File: src/rtl/io_ctrl.sv
// Memory-mapped I/O controller: TX FIFO, cycle counter, program stop and read-data mux.
// Define IO_RX_EN to build the RX FIFO that 0x30000 reads pop.
module io_ctrl #(
    parameter int TX_AW       = 4,
    parameter int RX_AW       = 4,
    parameter int FULL_MARGIN = 2
) (
    input  logic        clk_in,
    input  logic        rst_in,
    input  logic        rdy_in,
    input  logic [31:0] mem_a,
    input  logic [7:0]  mem_dout,
    input  logic        mem_wr,
    input  logic [7:0]  ram_din,
    output logic        ram_wr,
    output logic [7:0]  mem_din,
    output logic        io_buffer_full,
    output logic [7:0]  tx_data,
    output logic        tx_valid,
    input  logic        tx_ready,
    input  logic [7:0]  rx_data,
    input  logic        rx_valid,
    output logic        program_stop
);

    localparam int             TX_DEPTH    = 1 << TX_AW;
    localparam logic [TX_AW:0] TX_FULL_CNT = (TX_AW + 1)'(TX_DEPTH);
    localparam logic [TX_AW:0] TX_MARGIN   = (TX_AW + 1)'(FULL_MARGIN);
    localparam logic [TX_AW:0] TX_ONE      = (TX_AW + 1)'(1);
    localparam logic [2:0]     OFF_DATA    = 3'd0;
    localparam logic [2:0]     OFF_CNT0    = 3'd4;
    localparam logic [2:0]     OFF_CNT1    = 3'd5;
    localparam logic [2:0]     OFF_CNT2    = 3'd6;
    localparam logic [2:0]     OFF_CNT3    = 3'd7;

    logic             io_hit;
    logic [2:0]       io_off;
    logic             rd_hit;
    logic             wr_data;
    logic             wr_stop;
    logic             tx_push;
    logic [7:0]       tx_push_byte;
    logic [TX_AW:0]   tx_cnt;
    logic             tx_empty;
    logic             tx_full;
    logic             tx_pop;
    logic             tx_push_ok;
    logic [TX_AW:0]   tx_cnt_next;
    logic [TX_AW:0]   tx_free_next;
    logic [7:0]       rx_byte;
    logic             unused_bits;

    logic [TX_AW:0]   tx_wptr_q, tx_wptr_d;
    logic [TX_AW:0]   tx_rptr_q, tx_rptr_d;
    logic [7:0]       tx_mem_q [TX_DEPTH];
    logic [7:0]       tx_mem_d [TX_DEPTH];
    logic             io_buffer_full_q, io_buffer_full_d;
    logic             io_sel_q, io_sel_d;
    logic [7:0]       io_rdata_q, io_rdata_d;
    logic [31:0]      cnt_q, cnt_d;
    logic [31:0]      cnt_snap_q, cnt_snap_d;
    logic             stop_req_q, stop_req_d;
    logic             program_stop_q, program_stop_d;

    assign io_hit       = rdy_in & (mem_a[17:16] == 2'b11);
    assign io_off       = mem_a[2:0];
    assign rd_hit       = io_hit & ~mem_wr;
    assign ram_wr       = mem_wr & rdy_in & ~io_hit;
    assign wr_data      = io_hit & mem_wr & (io_off == OFF_DATA) & (mem_dout != 8'h00);
    assign wr_stop      = io_hit & mem_wr & (io_off == OFF_CNT0);
    assign tx_push      = wr_data | wr_stop;
    assign tx_push_byte = wr_stop ? 8'h00 : mem_dout;

    assign tx_cnt     = tx_wptr_q - tx_rptr_q;
    assign tx_empty   = (tx_cnt == '0);
    assign tx_full    = (tx_cnt == TX_FULL_CNT);
    assign tx_pop     = ~tx_empty & tx_ready;
    assign tx_push_ok = tx_push & (~tx_full | tx_pop);

    assign tx_valid       = ~tx_empty;
    assign tx_data        = tx_mem_q[tx_rptr_q[TX_AW-1:0]];
    assign io_buffer_full = io_buffer_full_q;
    assign program_stop   = program_stop_q;
    assign mem_din        = io_sel_q ? io_rdata_q : ram_din;

    // When full with a pop, the write slot equals the head slot; head is read before the edge.
    always_comb begin
        tx_wptr_d = tx_wptr_q;
        tx_rptr_d = tx_rptr_q;
        tx_mem_d  = tx_mem_q;
        if (tx_push_ok) begin
            tx_mem_d[tx_wptr_q[TX_AW-1:0]] = tx_push_byte;
            tx_wptr_d = tx_wptr_q + TX_ONE;
        end
        if (tx_pop) begin
            tx_rptr_d = tx_rptr_q + TX_ONE;
        end
        tx_cnt_next      = tx_wptr_d - tx_rptr_d;
        tx_free_next     = TX_FULL_CNT - tx_cnt_next;
        io_buffer_full_d = (tx_free_next <= TX_MARGIN);
    end

`ifdef IO_RX_EN
    localparam int             RX_DEPTH    = 1 << RX_AW;
    localparam logic [RX_AW:0] RX_FULL_CNT = (RX_AW + 1)'(RX_DEPTH);
    localparam logic [RX_AW:0] RX_ONE      = (RX_AW + 1)'(1);

    logic [RX_AW:0] rx_wptr_q, rx_wptr_d;
    logic [RX_AW:0] rx_rptr_q, rx_rptr_d;
    logic [7:0]     rx_mem_q [RX_DEPTH];
    logic [7:0]     rx_mem_d [RX_DEPTH];
    logic [RX_AW:0] rx_cnt;
    logic           rx_empty;
    logic           rx_full;
    logic           rx_pop;
    logic           rx_push_ok;

    assign rx_cnt     = rx_wptr_q - rx_rptr_q;
    assign rx_empty   = (rx_cnt == '0);
    assign rx_full    = (rx_cnt == RX_FULL_CNT);
    assign rx_pop     = rd_hit & (io_off == OFF_DATA) & ~rx_empty;
    assign rx_push_ok = rx_valid & ~rx_full;
    assign rx_byte    = rx_empty ? 8'h00 : rx_mem_q[rx_rptr_q[RX_AW-1:0]];

    always_comb begin
        rx_wptr_d = rx_wptr_q;
        rx_rptr_d = rx_rptr_q;
        rx_mem_d  = rx_mem_q;
        if (rx_push_ok) begin
            rx_mem_d[rx_wptr_q[RX_AW-1:0]] = rx_data;
            rx_wptr_d = rx_wptr_q + RX_ONE;
        end
        if (rx_pop) begin
            rx_rptr_d = rx_rptr_q + RX_ONE;
        end
    end

    always_ff @(posedge clk_in) begin
        if (!rst_in) begin
            rx_wptr_q <= '0;
            rx_rptr_q <= '0;
        end else begin
            rx_wptr_q <= rx_wptr_d;
            rx_rptr_q <= rx_rptr_d;
        end
    end

    always_ff @(posedge clk_in) begin
        rx_mem_q <= rx_mem_d;
    end

    assign unused_bits = ^{mem_a[31:18], mem_a[15:3]};
`else
    localparam int RX_DEPTH_UNUSED = 1 << RX_AW;

    assign rx_byte     = 8'h00;
    assign unused_bits = ^{mem_a[31:18], mem_a[15:3], rx_data, rx_valid};
`endif

    always_comb begin
        io_rdata_d = io_rdata_q;
        if (rd_hit) begin
            case (io_off)
                OFF_DATA: io_rdata_d = rx_byte;
                OFF_CNT0: io_rdata_d = cnt_q[7:0];
                OFF_CNT1: io_rdata_d = cnt_snap_q[15:8];
                OFF_CNT2: io_rdata_d = cnt_snap_q[23:16];
                OFF_CNT3: io_rdata_d = cnt_snap_q[31:24];
                default:  io_rdata_d = 8'h00;
            endcase
        end
    end

    // Snapshot on the byte-0 read so bytes 1-3 come from the same counter value.
    always_comb begin
        io_sel_d       = rdy_in ? rd_hit : io_sel_q;
        cnt_d          = cnt_q + 32'd1;
        cnt_snap_d     = (rd_hit && (io_off == OFF_CNT0)) ? cnt_q : cnt_snap_q;
        stop_req_d     = stop_req_q | wr_stop;
        program_stop_d = program_stop_q | (stop_req_q & tx_empty);
    end

    always_ff @(posedge clk_in) begin
        if (!rst_in) begin
            tx_wptr_q        <= '0;
            tx_rptr_q        <= '0;
            io_buffer_full_q <= 1'b0;
            io_sel_q         <= 1'b0;
            io_rdata_q       <= 8'h00;
            cnt_q            <= 32'd0;
            cnt_snap_q       <= 32'd0;
            stop_req_q       <= 1'b0;
            program_stop_q   <= 1'b0;
        end else begin
            tx_wptr_q        <= tx_wptr_d;
            tx_rptr_q        <= tx_rptr_d;
            io_buffer_full_q <= io_buffer_full_d;
            io_sel_q         <= io_sel_d;
            io_rdata_q       <= io_rdata_d;
            cnt_q            <= cnt_d;
            cnt_snap_q       <= cnt_snap_d;
            stop_req_q       <= stop_req_d;
            program_stop_q   <= program_stop_d;
        end
    end

    always_ff @(posedge clk_in) begin
        tx_mem_q <= tx_mem_d;
    end

endmodule

File: config.mk
export PLATFORM = sky130hd
export DESIGN_NAME = io_ctrl
export DESIGN_NICKNAME = d
export VERILOG_FILES = /design/src/rtl/io_ctrl.sv
export SDC_FILE = /design/constraint.sdc
export NUM_CORES = 1
export LEC_CHECK = 0
export ABC_AREA = 0
export CORE_ASPECT_RATIO = 0.8
export CORE_MARGIN = 2
export CORE_UTILIZATION = 52
export DETAILED_ROUTE_END_ITERATION = 8
export GPL_TIMING_DRIVEN = 0
export PLACE_DENSITY_LB_ADDON = 0.1
export SETUP_SLACK_MARGIN = 0.05
export SLEW_MARGIN = 20
export SYNTH_ARGS = -nofsm -noshare
export SYNTH_HDL_FRONTEND = slang
export SYNTH_SLANG_ARGS = --single-unit
File: constraint.sdc
create_clock -name clk_in -period 3.7 [get_ports clk_in]
set_input_delay 0.74 -clock clk_in [delete_from_list [all_inputs] [get_ports clk_in]]
set_output_delay 0.74 -clock clk_in [all_outputs]
set_load 0.01 [all_outputs]
==> results of run 1 <==
## worst max-delay path: stages, from the launching register on
cell and delay, ns:
dfxtp_2 0.34, buf_8 0.11, buf_8 0.10, inv_2 0.04
ha_4 0.27, and3b_2 0.21, nand4_1 0.23, o21a_4 0.32
mux2i_4 0.20, ha_4 0.30, ha_4 0.12, inv_1 0.05
fa_1 0.51, o211ai_1 0.10, a221oi_2 0.24, a21bo_2 0.25
mux2i_1 0.12
## worst paths after layout
| path | from | endpoint | slack (ns) |
|---|---|---|---|
| max | tx_rptr_q[1] | io_buffer_full | 0.09 |
| min | cnt_snap_q[18] | cnt_snap_q[18] | 0.46 |
| max reg2reg | tx_rptr_q[1] | io_buffer_full | 0.09 |
| min reg2reg | cnt_snap_q[18] | cnt_snap_q[18] | 0.46 |
## power by group through the flow
stage | registers (mW) | logic [mW] | clock network, mW
floorplan | 2.50 | 0.221 | 0
global placement | 2.50 | 0.356 | 0
detailed placement | 2.50 | 0.366 | 0
CTS | 2.45 | 0.408 | 1.93
global route | 2.45 | 0.450 | 2.02
finish | 2.45 | 0.423 | 1.89
## logic make-up (layout without fill, tap and decap cells)
kind of cell,count (synthesis),count (layout),synth area share
AOI/OAI and AO/OA,73,73,0.0580
xor gates and xnor gates,34,34,0.0355
adders and majority gates,18,18,0.0259
buffers and inverters,50,147,0.0215
DFF,206,206,0.601
muxes,59,59,0.134
and+or+nand+nor,211,211,0.124
## final cells by class
cell class	instances	area, um^2	share of cell area
Inverter	20	80.1	0.00748
Sequential cell	206	5410	0.505
Multi-Input combinational cell	395	3580	0.335
Clock inverter	9	45.0	0.00421
Clock buffer	29	566	0.0528
Tap cell	220	275	0.0257
Timing Repair Buffer	59	556	0.0519
Buffer	30	194	0.0181
## synthesized netlist by cell type (all sizes together), types with 12 or more instances
cell / number / share of area
nor2b: 24 / 0.017
ha: 17 / 0.024
clkbuf: 23 / 0.0096
edfxtp: 128 / 0.43
xnor2: 21 / 0.021
or3: 12 / 0.0096
dfxtp: 78 / 0.17
nand2: 66 / 0.028
nor2: 14 / 0.0067
and3: 15 / 0.010
and2: 32 / 0.022
inv: 20 / 0.0083
o21ai: 12 / 0.0067
mux4: 48 / 0.12
a21boi: 36 / 0.030
nand3: 16 / 0.0089
xor2: 12 / 0.012
## layer usage
metal,part of all wire,GRT usage,routed length [um]
met4,0.015,0.0409,314
met5,0,0,0
met2,0.43,0.334,8790
met1,0.49,0.369,10100
met3,0.068,0.0300,1400
## flip-flops by register name (all words and copies together) (netlist names)
register,flops
tx_rptr_q,5
program_stop,1
io_buffer_full,1
tx_wptr_q,5
tx_mem_q,128
cnt_q,32
io_rdata_q,8
io_sel_q,1
stop_req_q,1
cnt_snap_q,24
## metrics by stage
step                cells  setup TNS (ns)   util  area [um^2]  total power, mW
finish                968               0  0.639        10700             4.77
global placement      916          -25.71  0.580         9730             2.86
global route          968         -0.0271  0.639        10700             4.92
floorplan             651               0      -         9000             2.72
detailed placement    916          -19.64  0.582         9750             2.87
CTS                   963               0  0.632        10600             4.79
## repair_timing
item,in CTS,in global routing
gates resized for setup,42,15
pin swaps,8,9
buffers inserted,9,5
endpoints found under the setup margin,34,10
==> results.md, run 1 <==
- Post-Syn Area per Cell: 13.8 um^2
- Cell-internal power: 3.74 mW
- ANT nets after route: 0
- Outcome: finished clean
- Crit Path Max Fanout: 4
- Sw Share: 0.216
- Setup Slack @ Placement: -1.05 ns
- Clk Latency, worst-skew pair: 0.49 ns
- WHS: 0.461 ns
- Leak pwr: 3.54 nW
- Setup CP Type: register to register
- Diode count: 0
- Nets: between 800 and 900
- Final Hold Fails: 0
- Aggregate global-route resource usage: 0.228
- CP startpoint kind: register
- Synth Flop Type: edfxtp_1
- Clock root cell: clkbuf_16
- Num CTS Buffers: 21
- CP Data Required Time: 4.12 ns
- Tcrit/Tclk final: 0.976
- F_max: 0.277 GHz
- Initial cell density of the core: 0.537
- Clock network power share: 0.397
- CTS tree: done
- Net count after synthesis: ~730
- Share of layout cells above drive strength 1: 0.195
- Part of the Yosys area used for sequential elements: 0.601
- First-pass GRT wire length: 31400 um
- CP endpoint kind: register
- Total Wirelength: 20600 um
- Power density cells: 445 nW/um^2
- Peak supply drop: 0.000274 V
- Synth unique cells: 50
- Post-synth ARST share: 0
- Post-CTS Hold Fix Bufs: 0
- Syn. warnings: 0
- DR WL/cell: 21.2 um
- Clk_skew: between 0.01 and 0.015 ns
- Die width: 151 um
- Cell Area, Synth: 9000 um^2
- Clk sinks: 206
- Largest net degree at the start of global routing: 17
- Final Setup Violations: 0
- Synthesized flop and latch total: 206
- Most frequent cells in the layout: edfxtp_1 (128), dfxtp_1 (76), nand2_1 (65), mux4_2 (46), clkdlybuf4s50_1 (45)
- Num rows: 42
- Router iterations before antenna repair: 5
- Post-DP HPWL: 14200 um
- Sequential share of power: 0.514
- Placer Congestion: 0.829
- Initial antenna violation count: 0
- Max Buffers Root-to-Sink: 3
- Minimum clock period: roughly 3.6 ns
- Setup WS post-layout: 0.0881 ns
- Logic pwr share: 0.089
- Hold path cells: 2
- # Max-Cap Violations: 0
- Commonest non-fill, non-tap cell in the layout: edfxtp_1
- I/O pin total: 82
- Die Area: 18400 um^2
- H-Tree Depth: 1
- DRT iter0 DRCs: 436
- Cells on worst reg2reg path: 16
- Area growth syn-to-layout: 19.0%
- # fillers: 1239
- Pins Over Slew Limit: 0
- Cells after Synth: around 650
- Die Span Y: 122 um
- Clk slew on worst S/H paths: 0.06 ns
- DRC Markers: 0
- Number of synthesized flops with an enable pin: 128
- Hold WC Path Type: register to register
- RSZ-0062 raised after global routing: yes
- Rel. slew slack: 0.424
- Worst-margin pin slew: 0.860 ns
- CP Data Arrival Time: 4.03 ns
- Port Buffers: between 40 and 50
- Vias in the first global route: roughly 5.5k
- Drt via density: 5.79
- Via count: 5601
- Grt ovf: 0
- Psw: 1.03 mW
- Core Area: 16800 um^2
Note: power is estimated with default switching activity, not from simulation.
==> run 2: changes to the inputs <==
--- a/config.mk
+++ b/config.mk
@@ -19 +19,2 @@
 export SYNTH_SLANG_ARGS = --single-unit
+export TNS_END_PERCENT = 5
--- a/constraint.sdc
+++ b/constraint.sdc
@@ -3,2 +3,2 @@
 set_output_delay 0.74 -clock clk_in [all_outputs]
-set_load 0.01 [all_outputs]
+set_load 0.05 [all_outputs]
==> run 2 against run 1 <==
Net effect: total power grew 0.75%; worst hold slack gained 0.0024 ns; cell count down 0.21%; wire length down 0.85%; via count grew 0.32%; combinational power is 9.9% higher; clock skew is 0.0020 ns lower; count of clock-buffer cells in the layout is the same; non-clock buffer count fell by 2; maximum frequency decreased by 2.1%.
==> results.md, run 2 (synthesis results as in run 1) <==
- Clk slew on worst S/H paths: 0.06 ns (about the same)
- Clock root cell: clkbuf_16
- DRT iter0 DRCs: 424 (-2.8%)
- Die Span Y: 122 um (unchanged)
- Largest net degree at the start of global routing: 17 (unchanged)
- Rel. slew slack: 0.450 (+0.0263)
- Total Wirelength: 20400 um (-0.85%)
- Leak pwr: 3.53 nW (-0.44%)
- Final Hold Fails: 0 (unchanged)
- Commonest non-fill, non-tap cell in the layout: edfxtp_1
- Pins Over Slew Limit: 0 (unchanged)
- Num rows: 42 (unchanged)
- CP Data Required Time: 2.96 ns (-1.16 ns)
- Hold path cells: 2 (unchanged)
- Area growth syn-to-layout: 18.4%
- Clk sinks: 206 (unchanged)
- Total negative slack: 0 ns (unchanged)
- CP startpoint kind: register
- Setup Slack @ Placement: -1.05 ns (unchanged)
- H-Tree Depth: 1 (unchanged)
- Most Used Layer, Global Route: met1
- Power density cells: 451 nW/um^2 (+1.3%)
- Largest regs: tx_mem_q (128), cnt_q (32), cnt_snap_q (24)
- Clk_skew: 0.0104 ns (-0.00198 ns)
- Clock network power share: 0.393 (-0.004)
- Final Setup Violations: 0 (unchanged)
- Placer Congestion: 0.829 (unchanged)
- Via count: 5619 (+0.32%)
- Psw: 1.08 mW (+5.1%)
- RSZ-0062 raised after global routing: yes
- Max reg flops: 128 (unchanged)
- Most frequent cells in the layout: edfxtp_1 (128), dfxtp_1 (77), nand2_1 (66), mux4_2 (46), clkdlybuf4s50_1 (36)
- Die width: 151 um (unchanged)
- Port Buffers: 45 (unchanged)
- Initial antenna violation count: 0 (unchanged)
- Cell-internal power: 3.72 mW (-0.46%)
- Num CTS Buffers: 21 (unchanged)
- GR Util met2: 0.332 (-0.00170)
- CP Data Arrival Time: 2.95 ns (-1.08 ns)
- Final Instance Count excl. Fillers: 966 (-0.21%)
- F_max: 0.271 GHz (-2.1%)
- Outcome: finished clean
- Drt via density: 5.82 (+0.53%)
- Max Buffers Root-to-Sink: 3 (unchanged)
- Core Area: 16800 um^2 (unchanged)
- Post-DP HPWL: 14200 um (unchanged)
- Setup CP Type: register to primary output
- Placed cells: 916 (unchanged)
- Hold WC Path Type: register to register
- Tcrit/Tclk final: 0.997 (+0.0211)
- Most flops, register: tx_mem_q
- DRC Markers: 0 (unchanged)
- Cells on worst reg2reg path: 16 (unchanged)
- Setup WS post-layout: 0.0101 ns (-0.0779 ns)
- Logic pwr share: 0.097 (+0.008)
- Crit Path Max Fanout: 10 (+6)
- I/O pin total: 82 (unchanged)
- Vias in the first global route: 5416 (-1.0%)
- First-pass GRT wire length: 31000 um (-1.4%)
- DR WL/cell: 21.1 um (-0.65%)
- Die Area: 18400 um^2 (unchanged)
- GRT met1 Usage: 0.364 (-0.00456)
- Sequential share of power: 0.510 (-0.004)
- ANT nets after route: 0 (unchanged)
- Nets: 811 (-0.25%)
- Initial cell density of the core: 0.537 (unchanged)
- Clk Latency, worst-skew pair: 0.49 ns (about the same)
- Router iterations before antenna repair: 5 (unchanged)
- Aggregate global-route resource usage: 0.225 (-0.00295)
- Grt met3 use: 0.0292 (-0.000749)
- Minimum clock period: 3.69 ns (+0.0779 ns)
- CTS tree: done
- Sw Share: 0.226 (+0.00940)
- # Max-Cap Violations: 0 (unchanged)
- Peak supply drop: 0.000274 V (about the same)
- Diode count: 0 (unchanged)
- Share of layout cells above drive strength 1: 0.193 (-0.00216)
- Worst-margin pin slew: 0.823 ns (-0.0364 ns)
- Grt ovf: 0 (unchanged)
- CP endpoint kind: primary output
-- run 2: cell count changes in the layout (fill, tap and decap cells not counted), sizes merged --
cell           previous run  this run
clkinv                    7         8
buf                      22        21
dlygate4sd2               0         8
clkdlybuf4s50            45        36
inv                      21        20
-- run 2: cell type report --
| type | count | area (um^2) |
|---|---|---|
| clock inverters | 9 | 45.0 |
| repair buffers | 57 | 526 |
| flip-flops and latches | 206 | 5410 |
| inverters | 20 | 80.1 |
| multi-input cells | 395 | 3580 |
| plain buffers | 30 | 170 |
| fillers | 1250 | 6110 |
| clock buffers | 29 | 566 |
| well taps | 220 | 275 |
-- run 2: critical path, cell delays in order (launching register included) --
cell	delay [ns]
dfxtp_1	0.43
clkbuf_4	0.27
buf_4	0.26
mux4_2	0.55
mux4_2	0.50
dlygate4sd2_1	0.45
-- run 2: through the flow --
stage / hold WS (ns) / instance area, um^2 / total power [mW] / utilization
after global routing: 0.486 / 10700 / 4.96 / 0.635
after floorplan: 0.435 / 9000 / 2.78 / -
final: 0.464 / 10700 / 4.81 / 0.635
after CTS: 0.464 / 10400 / 4.82 / 0.623
after global placement: 0.447 / 9730 / 2.92 / 0.580
after detailed placement: 0.455 / 9750 / 2.93 / 0.582
-- run 2: worst paths after layout --
kind | from | endpoint | slack (ns)
setup reg to reg | tx_rptr_q[1] | io_buffer_full | 0.09
hold / removal | cnt_snap_q[18] | cnt_snap_q[18] | 0.46
hold reg to reg | cnt_snap_q[18] | cnt_snap_q[18] | 0.46
setup / recovery | tx_rptr_q[0] | tx_data[0] | 0.01
-- run 2: power groups by stage --
stage	Combinational (mW)	Sequential, mW	Clock (mW)
2_1_floorplan	0.278	2.50	0
3_3_place_gp	0.418	2.50	0
3_5_place_dp	0.428	2.50	0
4_1_cts	0.442	2.45	1.93
5_1_grt	0.491	2.45	2.02
6_report	0.465	2.45	1.89
-- run 2: timing repair --
action,CTS,global route
buffers inserted,1,11
pin swaps,2,11
hold buffers,0,0
setup endpoints to repair,34,10
resized for setup,33,31
-- run 2: routing by layer --
layer / wire (um) / vias to the layer above
met5: 0 / -
met4: 274 / 0
met3: 1260 / 23
met2: 8880 / 191
met1: 9970 / 2822
li1: - / 2583
==> variant, RTL diff (settings of run 2) <==
Build with the macro `IO_RX_EN` defined.
--- a/src/rtl/io_ctrl.sv
+++ b/src/rtl/io_ctrl.sv
@@ -1,5 +1,7 @@
 // Memory-mapped I/O controller: TX FIFO, cycle counter, program stop and read-data mux.
 // Define IO_RX_EN to build the RX FIFO that 0x30000 reads pop.
+`define IO_RX_EN
+
 module io_ctrl #(
     parameter int TX_AW       = 4,
     parameter int RX_AW       = 4,
Formal check against the unedited RTL: not equivalent (Yosys sat finds a counterexample within 4 cycles, from zero or initial values and one cycle with rst_in low).
==> variant against run 2 <==
The flow now finishes with violations (negative setup slack); wire length increased by 56%; setup slack worse by 0.039 ns; sequential power is 71% higher; clock power grew 92%; largest cell class unchanged; cell count is 50% higher; sequential cell count grew 138; design area increased by 62%; register-to-register slack worse by 0.12 ns; area after synthesis increased by 61%; first-iteration DRC count grew 64%; power rose by 86%.
==> variant: results (changes against run 2) <==
metric,value,unit,change
status,"complete, but fails checks",,
failing checks,negative setup slack,,
routed vias,8221,,+46%
first-pass GRT wire length,49240,µm,+59%
critical path's largest stage delay,0.40,ns,-0.15 ns
ranking of synthesized cells by area,"edfxtp_1, mux4_2, dfxtp_1, nand2_1, ha_1",,
H-tree depth,2,,+1
leakage,5.751,nW,+63%
Iteration-0 DRC Markers,694,,+64%
worst setup margin,-0.02922,ns,-0.03937 ns
Clock Pin Slew Worst Setup and Hold Paths,0.06,ns,about the same
GPL Wtd Cong,0.8473,,+2.2%
Slew headroom,27.10,%,-18 points
Hold Crit Class,reg2reg,,
syn nets,1045,,+43%
internal power,6.817,mW,+83%
largest net degree at the start of global routing,17,,unchanged
CP max-delay cell,or3_4,,
vias in the first global route,8311,,+53%
GRT Overall Usage,22.45,%,-0.049 points
critical path peak fanout,7,,-3
"EDFF count, synth",256,,+100%
Yosys cell types,61,,+22%
clock root buffer,clkbuf_16,,
"top cells by count, synth","edfxtp_1, nand2_1, dfxtp_1",,
overall routed net length,31860,µm,+56%
fraction of layout cells with a size suffix above 1,23.50,%,+4.2 points
biggest regs,"rx_mem_q x128, tx_mem_q x128, cnt_q x32",,
setup violators final,1,,+1
final setup skew,0.01564,ns,+0.005273 ns
post-place instance area,15610,µm²,+60%
worst skew pair latency,0.52,ns,+0.03 ns
initial antenna violation count,0,,unchanged
YS warnings,0,,unchanged
Fill cells,2034,,+63%
Max VDD drop,0.0002906,V,+5.9%
"Seq/Total Area, Yosys",65.02,%,+5.0 points
CTS max path bufs,3,,unchanged
fin cells,1446,,+50%
Gate Count Post-Synth,956,,+47%
final instance area,17250,µm²,+62%
Post-layout nets,1144,,+41%
Inserted Clock Buffers,36,,+71%
DR pass1 iterations,5,,unchanged
Post-DP HPWL,21270,µm,+50%
CP top delay family,compound AO/OA/AOI/OAI gates,,
port buffer count,51,,+13%
==> variant: power by group through the flow <==
stage | logic, mW | registers (mW) | clock network, mW
floorplan | 0.679 | 4.29 | 0
global placement | 0.993 | 4.28 | 0
detailed placement | 1.00 | 4.28 | 0
CTS | 1.04 | 4.19 | 3.67
global route | 1.20 | 4.20 | 3.83
finish | 1.12 | 4.20 | 3.63
==> variant: through the flow <==
step                      TNS (ns)  setup WS, ns  hold WS [ns]
after floorplan                  0       0.06178        0.4402
after global placement      -24.67       -0.6542        0.4483
after detailed placement    -11.01       -0.6914        0.4574
after CTS                   -5.634       -0.1405        0.4660
after global routing       -0.1050       -0.1050        0.4819
final                     -0.02922      -0.02922        0.4620
==> variant: timing repair <==
item / 4_1_cts / 5_1_grt
pin swaps: 3 / 21
endpoints found under the setup margin: 138 / 136
cloned: 0 / 0
resized for setup: 44 / 62
buffers inserted: 4 / 8
==> variant: per-layer routing <==
| layer | GRT usage (%) | up-vias | routed length, µm |
|---|---|---|---|
| met3 | 4.177 | 54 | 2012 |
| met2 | 32.35 | 231 | 13990 |
| met5 | 0 | - | 0 |
| met4 | 5.316 | 0 | 588 |
| li1 | - | 3806 | - |
| met1 | 35.49 | 4130 | 15270 |
==> variant: cell families (layout without fill, tap and decap cells) <==
| logic type | Yosys count | in the layout | share of synthesized area [%] |
|---|---|---|---|
| other cells | 0 | 1 | 0 |
| buf+inv | 65 | 190 | 1.825 |
| flops | 344 | 344 | 65.02 |
| mux | 90 | 90 | 13.17 |
| fa+ha+maj | 27 | 27 | 2.376 |
| compound gates | 80 | 80 | 4.159 |
| simple gates | 302 | 302 | 10.50 |
| xor+xnor | 48 | 48 | 2.945 |
==> variant: tightest hold or removal path, stage by stage (launching register included) <==
cell and delay, ns:
dfxtp_1 0.31, nand2_1 0.05, a21boi_0 0.06
==> variant: final cells by class <==
type / count / share of cell area [%]
inverters: 20 / 0.5657
plain buffers: 43 / 1.392
well taps: 364 / 2.640
diodes: 1 / 0.01450
multi-input cells: 547 / 30.19
flip-flops and latches: 344 / 54.83
repair buffers: 63 / 3.532
clock buffers: 49 / 5.918
clock inverters: 15 / 0.9210
==> variant: worst paths after layout <==
check | start | endpoint | slack [ns] | cells past startpoint
worst min-delay path | cnt_snap_q[11] | cnt_snap_q[11] | 0.46 | 2
worst max-delay path | tx_rptr_q[1] | io_buffer_full | -0.03 | 18
worst max register to register | tx_rptr_q[1] | io_buffer_full | -0.03 | 18
worst min register to register | cnt_snap_q[11] | cnt_snap_q[11] | 0.46 | 2
